## config.mk

```make
export PLATFORM = sky130hd
export DESIGN_NAME = fpcvt_pipe
export DESIGN_NICKNAME = d
export VERILOG_FILES = /design/src/rtl/fpcvt_pipe.sv
export SDC_FILE = /design/constraint.sdc
export NUM_CORES = 1
export LEC_CHECK = 0
export ABC_CLOCK_PERIOD_IN_PS = 6000
export CAP_MARGIN = 20
export CORE_MARGIN = 3
export CORE_UTILIZATION = 25
export DETAILED_ROUTE_END_ITERATION = 6
export PLACE_DENSITY = 0.5
export RECOVER_POWER = 25
export SLEW_MARGIN = 0
export SYNTH_ARGS = -nofsm -noshare
export SYNTH_HDL_FRONTEND = slang
export SYNTH_SLANG_ARGS = --single-unit
```

## constraint.sdc

```tcl
create_clock -name clk -period 6 [get_ports clk]
set_input_delay 1.2 -clock clk [delete_from_list [all_inputs] [get_ports clk]]
set_output_delay 1.2 -clock clk [all_outputs]
set_load 0.005 [all_outputs]
```

## src/rtl/fpcvt_pipe.sv

```systemverilog
// Three-stage pipelined two's-complement to compact float converter (S, E, F, sat).
// Define FPCVT_RNE_EN for round-to-nearest-even; default rounds half-up on the guard bit.
module fpcvt_pipe #(
  parameter int unsigned IN_W   = 12,
  parameter int unsigned MANT_W = 4,
  parameter int unsigned EXP_W  = 3
) (
  input  logic              clk,
  input  logic              rst,
  input  logic              in_valid,
  output logic              in_ready,
  input  logic [IN_W-1:0]   D,
  output logic              out_valid,
  input  logic              out_ready,
  output logic              S,
  output logic [EXP_W-1:0]  E,
  output logic [MANT_W-1:0] F,
  output logic              sat
);

  localparam int unsigned MAG_W = IN_W - 1;
  localparam int unsigned EMAX  = (1 << EXP_W) - 1;

  // Whole pipe moves together; stalls only when the output slot is full.
  logic advance;
  assign advance  = !out_valid || out_ready;
  assign in_ready = advance;

  // Stage 1: sign/magnitude, most-negative input clamps.
  logic [IN_W-1:0]  d_neg;
  logic             d_min;
  logic [MAG_W-1:0] d_mag;

  assign d_neg = -D;
  assign d_min = (D == {1'b1, {(IN_W-1){1'b0}}});

  always_comb begin
    d_mag = D[MAG_W-1:0];
    if (d_min)            d_mag = '1;
    else if (D[IN_W-1])   d_mag = d_neg[MAG_W-1:0];
  end

  logic             s1_valid, s1_s, s1_sat;
  logic [MAG_W-1:0] s1_mag;

  always_ff @(posedge clk) begin
    if (rst) begin
      s1_valid <= 1'b0;
      s1_s     <= 1'b0;
      s1_sat   <= 1'b0;
      s1_mag   <= '0;
    end else if (advance) begin
      s1_valid <= in_valid;
      s1_s     <= D[IN_W-1];
      s1_sat   <= d_min;
      s1_mag   <= d_mag;
    end
  end

  // Stage 2: leading-one detect and normalise to F plus guard (and sticky).
  int unsigned       lead;
  int unsigned       e_raw;
  logic [MANT_W:0]   fg;
  logic [EXP_W-1:0]  n_e;
  logic [MANT_W-1:0] n_f;
  logic              n_guard;
  logic              n_sat;
`ifdef FPCVT_RNE_EN
  logic [MAG_W-1:0]  lo_mask;
  logic              n_sticky;
`endif

  always_comb begin
    lead    = 0;
    e_raw   = 0;
    fg      = '0;
    n_e     = '0;
    n_f     = s1_mag[MANT_W-1:0];
    n_guard = 1'b0;
    n_sat   = s1_sat;
`ifdef FPCVT_RNE_EN
    lo_mask  = '0;
    n_sticky = 1'b0;
`endif
    for (int i = 0; i < int'(MAG_W); i++) begin
      if (s1_mag[i]) lead = i;
    end
    if (lead >= MANT_W) begin
      e_raw = lead - MANT_W + 1;
      if (e_raw > EMAX) begin
        // Out of range: clamp with guard cleared so stage 3 cannot round.
        n_e   = '1;
        n_f   = '1;
        n_sat = 1'b1;
      end else begin
        fg      = (MANT_W+1)'(s1_mag >> (lead - MANT_W));
        n_e     = EXP_W'(e_raw);
        n_f     = fg[MANT_W:1];
        n_guard = fg[0];
`ifdef FPCVT_RNE_EN
        lo_mask  = (MAG_W'(1) << (lead - MANT_W)) - MAG_W'(1);
        n_sticky = |(s1_mag & lo_mask);
`endif
      end
    end
  end

  logic              s2_valid, s2_s, s2_guard, s2_sat;
  logic [EXP_W-1:0]  s2_e;
  logic [MANT_W-1:0] s2_f;
`ifdef FPCVT_RNE_EN
  logic              s2_sticky;
`endif

  always_ff @(posedge clk) begin
    if (rst) begin
      s2_valid  <= 1'b0;
      s2_s      <= 1'b0;
      s2_guard  <= 1'b0;
      s2_sat    <= 1'b0;
      s2_e      <= '0;
      s2_f      <= '0;
`ifdef FPCVT_RNE_EN
      s2_sticky <= 1'b0;
`endif
    end else if (advance) begin
      s2_valid  <= s1_valid;
      s2_s      <= s1_s;
      s2_guard  <= n_guard;
      s2_sat    <= n_sat;
      s2_e      <= n_e;
      s2_f      <= n_f;
`ifdef FPCVT_RNE_EN
      s2_sticky <= n_sticky;
`endif
    end
  end

  // Stage 3: round, renormalise on significand carry, saturate at the top.
  logic              round_up;
  logic [EXP_W-1:0]  r_e;
  logic [MANT_W-1:0] r_f;
  logic              r_sat;

  always_comb begin
`ifdef FPCVT_RNE_EN
    round_up = s2_guard && (s2_sticky || s2_f[0]);
`else
    round_up = s2_guard;
`endif
    r_e   = s2_e;
    r_f   = s2_f;
    r_sat = s2_sat;
    if (round_up) begin
      if (s2_f != '1) begin
        r_f = s2_f + MANT_W'(1);
      end else if (s2_e != '1) begin
        r_f = MANT_W'(1) << (MANT_W - 1);
        r_e = s2_e + EXP_W'(1);
      end else begin
        r_sat = 1'b1;
      end
    end
  end

  always_ff @(posedge clk) begin
    if (rst) begin
      out_valid <= 1'b0;
      S         <= 1'b0;
      E         <= '0;
      F         <= '0;
      sat       <= 1'b0;
    end else if (advance) begin
      out_valid <= s2_valid;
      S         <= s2_s;
      E         <= r_e;
      F         <= r_f;
      sat       <= r_sat;
    end
  end

endmodule

```

Word-level counts from Yosys, hierarchy flattened
Index checks and enable logic that the tools add are counted.
Word-level totals
  flip-flop bits (word level): 35
  latch bits: 0
  memory bits (writable): 0
  memory bits (read-only): 0
  bits of input ports: 16
  output and inout port bits: 11
  word-level logic and storage cells: 57
  memories kept: 0
Operators by class
  add/subtract/negate cells: 5
  $mul: 0
  div/mod/pow operators: 0
  magnitude comparators: 2
  equal/unequal tests: 3
  shift operators: 1
  mux-type cells: 29
  bitwise logic cells: 0
  reductions and logical operators: 2
Operators with widths (number)
  two-way mux 32 bit: 9
  adder 32 x 1 -> 32 bit, second input constant: 1
  greater-or-equal comparator 32 x 3 -> 1 bit, second input constant: 1
  greater-than comparator 32 x 3 -> 1 bit, second input constant: 1
  right shift 11 x 32 -> 5 bit: 1
  subtractor 32 x 3 -> 32 bit, second input constant: 1
  two-way mux 11 bit: 2
  two-way mux 4 bit: 5
  two-way mux 3 bit: 5
  == test 12 bit, second input constant: 1
  negation 11 bit: 1
  two-way mux 1 bit: 8
  adder 4 x 1 -> 4 bit, second input constant: 1
  inequality test 4 bit, second input constant: 1
  adder 3 x 1 -> 3 bit, second input constant: 1
  inequality test 3 bit, second input constant: 1
  logical NOT 1 bit: 1
  logical OR 1 bit: 1

Depth between registers and ports, before layout
  depth after elaboration: 15
  mapped depth: 16
  mapped depth without buffers: 13

Worst setup path before layout
No wires, ideal clock.
  path kind: reg-to-reg
  start point: reg s1_mag[4]
  end point: reg s2_f[1]
  library setup time: 0.117 ns
  arrival time: 3.181 ns
  data required time: 5.883 ns
  setup slack: 2.702 ns
  stages on the path, launching flop included: 17
  buffers on the path: 4
  period minus slack after synthesis: 3.298 ns
  cell sequence: dfxtp_1 buf_4 nor4_1 nor2b_1 buf_6 inv_1 ha_1 buf_6 clkbuf_1 nand3_1 ha_1 and4b_1 and3_1 nand3_1 o211ai_1 nand2_1 a22o_1
On the way
  longest elaborated chain between the ends: 12
  elaborated cells between the ends (all ways): 14
  those cells by class: 2 x add/sub; 2 x order compare; 1 x shift; 9 x mux
Ends and longest elaborated chain
  start: declaration: line 44  | logic [MAG_W-1:0] s1_mag;
  start signal: assignment: line 56  | s1_mag <= d_mag;
  two-way mux 32 bit (7 in series): line 86  | if (s1_mag[i]) lead = i;
  subtractor 32 x 3 -> 32 bit: line 89, 96
  adder 32 x 1 -> 32 bit: line 89  | e_raw = lead - MANT_W + 1;
  greater-than comparator 32 x 3 -> 1 bit: line 90  | if (e_raw > EMAX) begin
  two-way mux 4 bit: line 90
  two-way mux 4 bit *: line 88  | if (lead >= MANT_W) begin
  end signal: assignment: line 132  | s2_f <= n_f;
  end: declaration: line 110  | logic [MANT_W-1:0] s2_f;
Mark *: on every way between the ends. The rest lies on a longest branch, timed or not.
A chain may end at the register's enable or synchronous reset.

Worst setup path in the final report
  start point: in out_ready
  end point: out in_ready
On the way
  longest elaborated chain between the ends: 1
Ends and longest elaborated chain
  start: declaration: line 14  | input logic out_ready,
  logical OR 1 bit: line 26  | assign advance = !out_valid || out_ready;
  end: declaration: line 11  | output logic in_ready,
Every way passes these cells.

==> results by group <==
Cells and area
  – Nets: 334
  – Area growth syn-to-layout: 16.61%
  – Commonest non-fill, non-tap cell in the layout: nor2_1
  – Core Util, Final: 30.13%
  – Layout cells sized above 1: 6.863%
  – Final cell count without fillers: 435
  – Finished Cell Area: 0.002784 mm²
  – Ant diodes: 0
  – Fill count: 994
  – Most frequent cells in the layout: 38 x nor2_1, 35 x dfxtp_1, 33 x nand2_1

Detailed routing
  – Vias/cell: 4.756
  – Avg WL per Cell: between 10 and 15 µm
  – Initial DRC Count: approximately 130
  – Initial DRT Pass Iterations: 4
  – Vias: 2,069
  – # DRC: 0
  – Final wirelength: 5328 µm
  – Post-DRT Antenna Nets: 0

STA
  – Setup TNS: 0 ns
  – Tcrit/Tclk final: 75.39%
  – Worst setup margin: 1.477 ns
  – Slew headroom: 23.86%
  – Fmax: roughly 220 MHz
  – Worst Tran Pin Value: 1.142 ns
  – Final Max Tran Viols: 0
  – Final Setup Violations: 0
  – Setup Skew: 0.007808 ns
  – Post-route minimum period: 4.523 ns
  – Fin Hold WS: 0.4533 ns
  – RSZ-0062 raised after global routing: false
  – Final Hold Viols: 0

Die
  – FP Rows: 35
  – IO Pins: 27
  – Die Span X: 103.7 µm
  – Die height: ~100 µm
  – Initial core utilization: 25.84%
  – Total core area: between 0.009 and 0.01 mm²
  – Total die area: roughly 0.011 mm²

Min path
  – HP Class: reg -> reg

Yosys
  – Synth Area per Inst: between 8 and 9 µm²
  – Synth Instances: just under 300
  – Ys async rst share: 0%
  – Synthesized cell area: 0.002387 mm²
  – Area leader, netlist: dfxtp_1
  – Yosys warns: 0
  – Synth Flop Type: dfxtp_1
  – Yosys top cell area share: 29.35%
  – Yosys reg bits: 35
  – Post-synth net total: 320
  – Number of synthesized flops with an enable pin: 0
  – Area contributors post-synth: dfxtp_1 29%, ha_1 6.8%, nor2_1 6.0%
  – Netlist cell types: 57
  – Seq/Total Area, Yosys: 29.35%

Clock network
  – CTS tree: yes
  – CTS root buffer: clkbuf_8
  – Worst skew pair latency: 0.29 ns
  – TritonCTS Sinks: 35
  – CTS Buf Count: 5
  – Hold buffer count at CTS: 0
  – Post-CTS resize count: 0
  – H-Tree Depth: 2
  – Postcts setup bufs: 0
  – Max clock buf depth: 2
  – Clock transition at the registers of the reported paths: 0.08 ns

Critical path
  – Cells along the critical path: dlygate4sd3_1 > nor2b_2 > clkbuf_1 > inv_1 > clkdlybuf4s50_1
  – Critical Path AT: 3.32 ns
  – Buf+Inv Stages, Crit Path: 4
  – Crit Path Max Fanout: 25
  – Crit start category: input port
  – Largest stage delay on the critical path: 0.84 ns
  – Worst path slowest cell: clkbuf_1
  – Critical path capture point type: output pin
  – Critical path class: in -> out
  – Delay-heaviest family, CP: buffers and inverters
  – Worst path required time: 4.80 ns

Global routing
  – Grt total ovfl: 0
  – Initial antenna violation count: 0
  – Largest net degree at the start of global routing: 37
  – Vias in the first global route: 1,986
  – First-pass GRT wire length: 9480 µm
  – GRT Total Usage: 10.38%

Place
  – Inst Count DP: around 430
  – HPWL Detailed: 3940 µm
  – IO Port Bufs: 26
  – DP Area: around 0.0027 mm²
  – Placer Congestion: around 0.85
  – Pre-CTS WS: 2.237 ns

Flow run
  – Maxcap violations: 0

Power
  – Power density cells: between 200 and 250 mW/mm²
  – Pleak: approximately 1.1 nW
  – PnR Total Power: 687.1 µW
  – Peak VDD IR: 0.1083 mV

Run status
  – Status: complete, no violations
## final timing paths
kind | from | to | slack [ns] | cells past startpoint
worst min register to register | S$_SDFFE_PP0P_ | S$_SDFFE_PP0P_ | 0.45 | 2
worst max register to register | s1_mag[10]$_SDFFE_PP0P_ | s2_f[1]$_SDFFE_PP0P_ | 2.22 | 11
worst min-delay path | S$_SDFFE_PP0P_ | S$_SDFFE_PP0P_ | 0.45 | 2
worst max-delay path | out_ready | in_ready | 1.48 | 5
## synthesized netlist by cell type (4+ instances only)
library cell  number
a211oi_1          15
nor3_1             8
o21ai_0            9
ha_1              13
nand2b_1           4
nor2_1            38
buf_6              7
clkbuf_1           9
xnor2_1            4
nand3_1            9
nor2b_1            6
a21oi_1           13
nand2_1           33
xor2_1             7
mux2i_1            8
dfxtp_1           35
inv_1              8
## worst min-delay path: cells and delay by family (launching register included)
kind	cells	cell delay, ns
AND/OR/NAND/NOR	1	0.05
flip-flops	1	0.31
AO/OA/AOI/OAI	1	0.05
## cell type report
cell class / count / area (µm²) / area share [%]
tap: 129 / 161.4 / 5.798
multi-input combinational: 224 / 1489 / 53.48
inverter: 10 / 37.54 / 1.348
sequential: 35 / 700.7 / 25.17
clock buffer: 5 / 68.82 / 2.472
clock inverter: 3 / 47.55 / 1.708
timing repair buffer: 29 / 279.0 / 10.02
## flip-flops by register name, indices dropped and copies added (netlist names), 3 cells and up
name,flops
s1_mag,11
s2_f,4
s2_e,3
E,3
F,4
## metal layers
layer | GRT usage [%] | vias to the layer above | share of wire, % | wire, µm
met3 | 2.555 | 4 | 3.9 | 206
met5 | 0 | - | 0 | 0
li1 | - | 1080 | - | -
met1 | 13.56 | 945 | 49 | 2630
met4 | 2.849 | 0 | 1.1 | 56
met2 | 17.06 | 40 | 46 | 2435
## where the power goes
part / switching (mW) / internal (mW) / total (mW)
Clock: 0.0933 / 0.126 / 0.219
Combinational: 0.0998 / 0.0867 / 0.187
Sequential: 0.0268 / 0.255 / 0.281
Total: 0.220 / 0.467 / 0.687
## cells by family after synthesis
logic type | Yosys count | share of synthesized area, %
AO/OA/AOI/OAI | 69 | 22.01
XOR/XNOR | 11 | 4.036
adder cells (fa/ha/maj) | 13 | 6.814
buffers and inverters | 32 | 8.386
flip-flops | 35 | 29.35
multiplexers | 9 | 4.455
AND/OR/NAND/NOR | 122 | 24.95
No activity file was read; power rests on OpenSTA's default activity.
